File: src/rtl/pcs_tx_sched.sv
// pcs_tx_sched: XGMII TX scheduler ahead of the 64b/66b encoder. It tracks the block
// phase, owns the gearbox sequence and pause, and selects MAC data or a forced idle fill.
module pcs_tx_sched #(
    parameter int DATA_WIDTH  = 32,
    parameter int CTRL_WIDTH  = DATA_WIDTH / 8,
    parameter int SEQ_MAX     = 32,
    parameter int IDLE_BLOCKS = 16
) (
    input  logic                  i_clk,
    input  logic                  i_reset,
    input  logic                  i_enable,
    input  logic                  i_link_up,
    input  logic [DATA_WIDTH-1:0] i_mac_txd,
    input  logic [CTRL_WIDTH-1:0] i_mac_txc,
    input  logic                  i_mac_valid,
    output logic                  o_mac_ready,
    output logic [DATA_WIDTH-1:0] o_xgmii_txd,
    output logic [CTRL_WIDTH-1:0] o_xgmii_txc,
    output logic                  o_xgmii_valid,
    output logic [5:0]            o_gearbox_seq,
    output logic                  o_gearbox_pause,
    output logic [1:0]            o_state,
    output logic                  o_underflow
);

    typedef enum logic [1:0] {
        ST_INIT = 2'd0,
        ST_FILL = 2'd1,
        ST_RUN  = 2'd2
    } state_t;

    localparam logic [DATA_WIDTH-1:0] IDLE_WORD     = {CTRL_WIDTH{8'h07}};
    localparam logic [DATA_WIDTH-1:0] ERROR_WORD    = {CTRL_WIDTH{8'hFE}};
    localparam logic [CTRL_WIDTH-1:0] ALL_CTRL      = '1;
    localparam logic [5:0]            SEQ_LAST      = 6'(SEQ_MAX);
    localparam logic [5:0]            SEQ_PRE_PAUSE = 6'(SEQ_MAX - 1);
    localparam logic [7:0]            FILL_TARGET   = 8'(IDLE_BLOCKS);

    logic       r_phase;
    logic [5:0] r_seq;
    logic [7:0] r_fill_cnt;
    state_t     r_state;
    logic       r_pend;
    state_t     r_pend_state;

    logic   w_pause;
    logic   w_decide;
    logic   w_land;
    logic   w_boundary_idle;
    logic   w_fill_tick;
    state_t w_next_state;

    assign w_pause  = (r_seq == SEQ_LAST);
    // Decisions are made on the lower word of a non-pause block and land on the next
    // block edge; the edge into a pause block is skipped so the switch lands after it.
    assign w_decide = !r_phase && !w_pause;
    assign w_land   = r_phase && (r_seq != SEQ_PRE_PAUSE);

    assign w_boundary_idle = w_decide && i_mac_valid &&
                             (i_mac_txc == ALL_CTRL) && (i_mac_txd == IDLE_WORD);
    assign w_fill_tick     = r_phase && !w_pause && (r_state == ST_FILL);

    // NOTE: sequential state uses non-blocking assignments so every register samples
    // the pre-edge values; blocking here would make results depend on statement order.
    always_ff @(posedge i_clk or posedge i_reset) begin
        if (i_reset) begin
            r_phase    <= 1'b0;
            r_seq      <= 6'd0;
            r_fill_cnt <= 8'd0;
        end else begin
            r_phase <= ~r_phase;
            if (r_phase) begin
                r_seq <= (r_seq == SEQ_LAST) ? 6'd0 : r_seq + 6'd1;
            end
            if (w_land && r_pend && (r_pend_state == ST_FILL)) begin
                r_fill_cnt <= 8'd0;
            end else if (w_fill_tick && (r_fill_cnt != FILL_TARGET)) begin
                r_fill_cnt <= r_fill_cnt + 8'd1;
            end
        end
    end

    always_ff @(posedge i_clk or posedge i_reset) begin
        if (i_reset) begin
            r_state      <= ST_INIT;
            r_pend       <= 1'b0;
            r_pend_state <= ST_INIT;
        end else if (w_decide && (w_next_state != r_state)) begin
            r_pend       <= 1'b1;
            r_pend_state <= w_next_state;
        end else if (w_land && r_pend) begin
            r_state <= r_pend_state;
            r_pend  <= 1'b0;
        end
    end

    // NOTE: every always_comb output gets a default first so no path infers a latch.
    always_comb begin
        w_next_state = r_state;
        unique case (r_state)
            ST_INIT: begin
                if (i_enable) w_next_state = ST_FILL;
            end
            ST_FILL: begin
                if (!i_enable) begin
                    w_next_state = ST_INIT;
                end else if (i_link_up && (r_fill_cnt == FILL_TARGET) && w_boundary_idle) begin
                    w_next_state = ST_RUN;
                end
            end
            ST_RUN: begin
                if ((!i_enable || !i_link_up) && w_boundary_idle) w_next_state = ST_FILL;
            end
            default: w_next_state = ST_INIT;
        endcase
    end

    // Reset gates the handshake outputs directly so they drop without waiting for an edge.
    always_comb begin
        o_xgmii_txd   = IDLE_WORD;
        o_xgmii_txc   = ALL_CTRL;
        o_xgmii_valid = 1'b0;
        o_mac_ready   = 1'b0;
        o_underflow   = 1'b0;
        if (!i_reset) begin
            o_xgmii_valid = !w_pause;
            o_mac_ready   = !w_pause;
            if (r_state == ST_RUN) begin
                if (!w_pause && !i_mac_valid) begin
                    o_xgmii_txd = ERROR_WORD;
                    o_xgmii_txc = ALL_CTRL;
                    o_underflow = 1'b1;
                end else begin
                    o_xgmii_txd = i_mac_txd;
                    o_xgmii_txc = i_mac_txc;
                end
            end
        end
    end

    assign o_gearbox_seq   = r_seq;
    assign o_gearbox_pause = w_pause;
    assign o_state         = r_state;

endmodule

File: config.mk
export PLATFORM = sky130hd
export DESIGN_NAME = pcs_tx_sched
export DESIGN_NICKNAME = d
export VERILOG_FILES = /design/src/rtl/pcs_tx_sched.sv
export SDC_FILE = /design/constraint.sdc
export NUM_CORES = 1
export LEC_CHECK = 0
export ABC_AREA = 1
export ABC_CLOCK_PERIOD_IN_PS = 5320
export BUFFER_PORTS_ARGS = -buffer_cell sky130_fd_sc_hd__buf_4
export CORE_ASPECT_RATIO = 1.5
export CORE_MARGIN = 2
export CORE_UTILIZATION = 40
export CTS_CLUSTER_DIAMETER = 50
export DETAILED_ROUTE_END_ITERATION = 7
export PLACE_DENSITY = 0.8
export SLEW_MARGIN = 20
export SYNTH_ARGS = -nofsm -noshare
export SYNTH_HDL_FRONTEND = slang
export SYNTH_SLANG_ARGS = --single-unit
File: constraint.sdc
create_clock -name i_clk -period 5.32 [get_ports i_clk]
set_input_delay 0.798 -clock i_clk [delete_from_list [all_inputs] [get_ports i_clk]]
set_output_delay 0.798 -clock i_clk [all_outputs]
set_load 0.05 [all_outputs]
==> results.toml, run 1 <==
[grt]
grt-ovfl-total = 0
grt_max_degree = 27
grt_pass1_wl_um = 7640
grt_pass1_vias = 1789
antenna_found_initial = 0
track_usage_pct = 19.5

[detailed_routing]
ant_nets = 0
wl_um = 4720
firstDrtPassIters = 4
num_vias = 1942
drt_iter0_markers = 78
drc_errors = 0
avgViaCountPerCell = 4.80
wire_per_inst_um = 11.6

[cells_and_area]
area_growth_pct = 45.9
final_cell_mix = "90 x buf_4, 64 x inv_1, 61 x nand2_1, 34 x nor2_1, 26 x a21oi_1"
layout-drive-gt1-share_pct = 30.6
n_antenna_cell = 0
layout_commonest_cell = "buf_4"
nets = 406
fillers = 387

[clock_network]
cts.repair.resized = 0
cts-root-buf = "clkbuf_8"
cts_buffers = 3
clkSinkCount = 20
clk_pin_slew_ns = 0.08
hold_buffers = 0
clock_path_buffers = 2
htreeDepth = 1
clk-insertion-delay-late_ns = 0.26
cts_tree = "built"
postCtsSetupBuffers = 0

[sta]
slew_headroom_pct = 43.3
rsz0062_at_grt = "no"
tns_ns = 0
hold_slack_ns = 0.483
fmax_mhz = 295
fin_skew_ns = 0.00637
finalHoldViolations = 0
fin_crit_ns = 3.39
tightest_slew_ns = 0.848
drv_slew = 0
fin_crit_sh_pct = 63.6
final-setup-viol-count = 0

[power]
vdd_drop_max_mv = 0.233
p_leak_nw = 1.37
p_per_area_nw_per_um2 = 214

[setup_path]
r2r_slack_ns = 3.55
worst_r2r_endpoint = "r_fill_cnt[6]"
critPathSlowestCell = "nor2_1"
critPathRequiredTime_ns = 4.52
start_kind = "input port"
path_max_fanout = 26
max_stage_delay_ns = 0.68
crit_path_start = "i_reset"
ff2ff_path_depth = 11
critPathKind = "input port to output pin"
cp_cell_sequence = "buf_4 -> inv_1 -> buf_4 -> nand3_1 -> buf_4 -> nor2_1 -> nand2_1 -> buf_4"
arrival_ns = 2.59
cpMostUsedCell = "buf_4"
r2r-start = "o_gearbox_seq[0]"
cp-end-kind = "output pin"

[min_path]
holdPathEnd = "r_pend_state[1]"
whs_path_depth = 2
hp-start = "r_pend_state[1]"
hp-class = "register to register"

[floorplan]
ios = 89
std_cell_rows = 28
core_area_um2 = 3990
initial_core_util_pct = 42.1
die_y_um = 83.4
fp.dieW_um = 57.0
die-area_um2 = 4750

[yosys]
syn_nets = 317
synth_top_area_cell = "dfrtp_1"
async_reset_ff_share_pct = 100
synth_edf_count = 0
synth.top_cell.area_share_pct = 29.7
ys_warn_count = 0
syn_area_per_cell_um2 = 6.19
ys_seq_elements = 20
synth-seq-area-share_pct = 29.7
syn-cell-area_um2 = 1680
synth_area_leaders = "dfrtp_1 30%, inv_1 14%, nand2_1 14%"
synthCells = 272
synth_cell_type_count = 30
synth_top_flop_cell = "dfrtp_1"

[placement]
hpwl_um = 3850
gp_congestion = 0.865
port_buffers = 88

[run]
drv_cap = 0

[run_status]
status = "finished, final reports clean"
==> area by class of cell <==
type	instances	area, µm²	share of cell area, %
well taps	45	56.3	2.29
inverters	68	255	10.4
multi-input cells	178	897	36.5
repair buffers	90	676	27.5
flip-flops and latches	20	500	20.4
clock buffers	3	41.3	1.68
clock inverters	1	30.0	1.22
==> cells by family after synthesis <==
family          after synthesis  synth area share [%]
compound gates               44                  13.7
xor+xnor                      4                  2.08
fa+ha+maj                     4                  2.97
buf+inv                      74                  17.0
flops                        20                  29.7
simple gates                126                  34.6
==> per-stage QoR <==
| step | setup slack [ns] | instance area [µm²] | total power [mW] | utilization [%] | cells |
|---|---|---|---|---|---|
| 6_report | 1.93 | 2460 | 0.525 | 61.5 | 405 |
| 3_3_place_gp | 1.95 | 2380 | 0.372 | 59.7 | 401 |
| 4_1_cts | 1.90 | 2460 | 0.527 | 61.5 | 405 |
| 2_1_floorplan | 1.92 | 1680 | 0.316 | - | 272 |
| 5_1_grt | 1.74 | 2460 | 0.561 | 61.5 | 405 |
| 3_5_place_dp | 1.90 | 2380 | 0.377 | 59.7 | 401 |
==> flip-flops by register name (all words and copies together) (netlist names) <==
name	count
r_fill_cnt	8
o_gearbox_seq	6
o_state	2
r_pend_state	2
r_pend	1
r_phase	1
==> synthesized netlist by cell type (2+ instances only) <==
cell,count
o21ai_1,5
nand2_1,61
ha_1,4
nor2_4,2
dfrtp_1,20
nor3_1,3
nand3_1,13
a21oi_1,26
nor3_4,2
inv_1,64
nand4_1,2
nor2_1,34
inv_2,4
xor2_1,3
clkbuf_1,2
buf_2,3
nand2_2,3
o21ai_0,9
==> worst max-delay path by stage <==
stage	end	depth (start not counted)
after CTS	o_xgmii_txd[17]	8
after floorplan	o_xgmii_txd[11]	4
final	o_xgmii_txd[17]	8
after detailed placement	o_xgmii_txd[17]	8
after global placement	o_xgmii_txd[18]	8
after global routing	o_xgmii_txd[17]	8
==> metal layers <==
| layer | share of wire (%) | GRT usage (%) | up-vias | wire length, µm |
|---|---|---|---|---|
| met2 | 54 | 38.0 | 76 | 2550 |
| met1 | 37 | 21.0 | 865 | 1750 |
| met5 | 0 | 0 | - | 0 |
| li1 | - | - | 999 | - |
| met4 | 0.47 | 3.81 | 0 | 22 |
| met3 | 8.4 | 3.58 | 2 | 397 |
==> critical path: cells and delay by family <==
family                 cells  cell delay, ns
buffers and inverters      5            0.86
and+or+nand+nor            3            0.90
==> power breakdown <==
part	switching, mW	internal, mW
clock network	0.0510	0.100
registers	0.0169	0.174
logic	0.116	0.0671
No activity file was read; power rests on OpenSTA's default activity.
==> run 2, diff against run 1 <==
Settings changed: ABC_CLOCK_PERIOD_IN_PS 5320 to 3000, PLACE_DENSITY 0.8 to 0.83.
Clock period 5.32 ns to 3 ns, I/O delays scaled along.
==> run 2 against run 1 <==
Net effect: clock power rose by 40%; hold slack lost 0.21 ns; non-clock buffer count rose by 1; first-iteration DRC count increased by 35%; critical path type is now register to output pin; critical endpoint is now o_xgmii_txd[24]; die area stayed put.
==> results.toml, run 2 (synthesized netlist as in run 1, its figures left out) <==
[run_status]
status = "finished, final reports clean"

[cells_and_area]
seqCellArea_um2 = 500
nets = 407
layout-drive-gt1-share_pct = 30.7
multi_input_area_um2 = 897
final_cell_mix = "91 x buf_4, 64 x inv_1, 61 x nand2_1, 34 x nor2_1, 26 x a21oi_1"
fillers = 377
largest-register = "r_fill_cnt"
area_growth_pct = 45.4
fin_util_pct = 61.3
layout_commonest_cell = "buf_4"
n_antenna_cell = 0
largest_register_ffs = 8

[setup_path]
crit_family = "buffers and inverters"
cp-end-kind = "output pin"
crit_cells = 9
max_stage_delay_ns = 0.41
critPathSlowestCell = "dfrtp_1"
cpMostUsedCell = "inv_1"
path_max_fanout = 25
critPathKind = "register to output pin"
critical_path_buf_inv_count = 4
cp_cell_sequence = "inv_1 -> ha_1 -> nand2_2 -> nor2_4 -> nor2_1 -> inv_2 -> a21oi_1 -> inv_1 -> buf_4"
worst_r2r_endpoint = "r_pend"
ff2ff_path_depth = 13
arrival_ns = 1.96
r2r_slack_ns = 1.22
critPathRequiredTime_ns = 2.55
start_kind = "register"
r2r-start = "r_fill_cnt[0]"

[grt]
grt_pass1_wl_um = 7900
grt_pass1_vias = 1852
met1_usage_pct = 20.4
grt_max_degree = 26
grt_use_met2_pct = 40.5
track_usage_pct = 20.3
antenna_found_initial = 0
grt-ovfl-total = 0
busiest_layer = "met2"
met3_usage_pct = 3.12

[detailed_routing]
num_vias = 1960
avgViaCountPerCell = 4.83
drt_iter0_markers = 105
firstDrtPassIters = 4
ant_nets = 0
wl_um = 4890
wire_per_inst_um = 12.0
drc_errors = 0

[clock_network]
clk_pin_slew_ns = 0.08
htreeDepth = 1
cts_buffers = 3
clock_path_buffers = 2
hold_buffers = 0
clkSinkCount = 20
cts_tree = "built"
postCtsSetupBuffers = 0
cts-root-buf = "clkbuf_8"
cts.repair.resized = 0
clk-insertion-delay-late_ns = 0.26

[power]
clkPwrFrac_pct = 24.2
p_leak_nw = 1.37
p_sw_mw = 0.327
p_int_mw = 0.545
switching_share_pct = 37.5
p_per_area_nw_per_um2 = 357
p_seq_share_pct = 38.9
vdd_drop_max_mv = 0.496
comb_power_share_pct = 36.9

[sta]
slew_headroom_pct = 73.7
fin_skew_ns = 0.00123
finalHoldViolations = 0
rsz0062_at_grt = "no"
tightest_slew_ns = 0.394
tns_ns = 0
final-setup-viol-count = 0
fin_crit_sh_pct = 80.3
fmax_mhz = 415
drv_slew = 0
fin_crit_ns = 2.41

[floorplan]
ios = 89
std_cell_rows = 28
fp.dieW_um = 57.0
die_y_um = 83.4
die-area_um2 = 4750
core_area_um2 = 3990
initial_core_util_pct = 42.1

[placement]
hpwl_um = 3990
gp_congestion = 0.880
port_buffers = 88

[run]
drv_cap = 0

[min_path]
hp-class = "input port to asynchronous set/reset pin"
==> run 2: cell type report <==
cell class / instances / area share (%)
sequential: 20 / 20.4
timing repair buffer: 91 / 27.9
inverter: 68 / 10.4
clock buffer: 4 / 2.25
tap: 45 / 2.30
multi-input combinational: 178 / 36.7
==> run 2: worst max path at each step <==
stage,to,slack (ns),from
after floorplan,o_xgmii_txd[23],0.19,o_gearbox_seq[0]
after global placement,o_xgmii_txd[8],0.95,o_gearbox_seq[0]
after detailed placement,o_xgmii_txd[8],0.88,o_gearbox_seq[0]
after CTS,o_xgmii_txd[8],0.58,o_gearbox_seq[0]
after global routing,o_xgmii_txd[16],0.41,o_gearbox_seq[0]
final,o_xgmii_txd[24],0.59,o_gearbox_seq[0]
==> run 2: worst register-to-register path, cell delays in order, from the launching register on <==
cell     delay, ns
dfrtp_1       0.39
inv_1         0.12
ha_1          0.18
nand2_1       0.07
nor3_2        0.10
nand2_1       0.13
nor2_1        0.14
nand3_1       0.09
nand2_1       0.10
nand2_1       0.05
nand2_1       0.05
nand2_1       0.06
nand2_1       0.10
o21ai_1       0.08
==> run 2: layer usage <==
layer | vias to the layer above | routed length (µm)
met5 | - | 0
met4 | 0 | 57
met3 | 6 | 301
met2 | 69 | 2700
met1 | 886 | 1830
li1 | 999 | -
==> run 2: power by group through the flow <==
stage               clock network (mW)  logic (mW)  registers (mW)
floorplan                            0       0.203           0.358
global placement                     0       0.317           0.342
detailed placement                   0       0.322           0.344
CTS                              0.211       0.325           0.338
global route                     0.222       0.360           0.344
finish                           0.211       0.322           0.339
==> run 2: through the flow <==
stage	cell area [µm²]	setup slack [ns]	total power, mW	hold slack [ns]	cells
2_1_floorplan	1680	0.193	0.561	0.423	272
3_3_place_gp	2390	0.949	0.659	0.458	402
3_5_place_dp	2390	0.880	0.666	0.474	402
4_1_cts	2450	0.580	0.874	0.272	406
5_1_grt	2450	0.410	0.926	0.287	406
6_report	2450	0.590	0.873	0.269	406
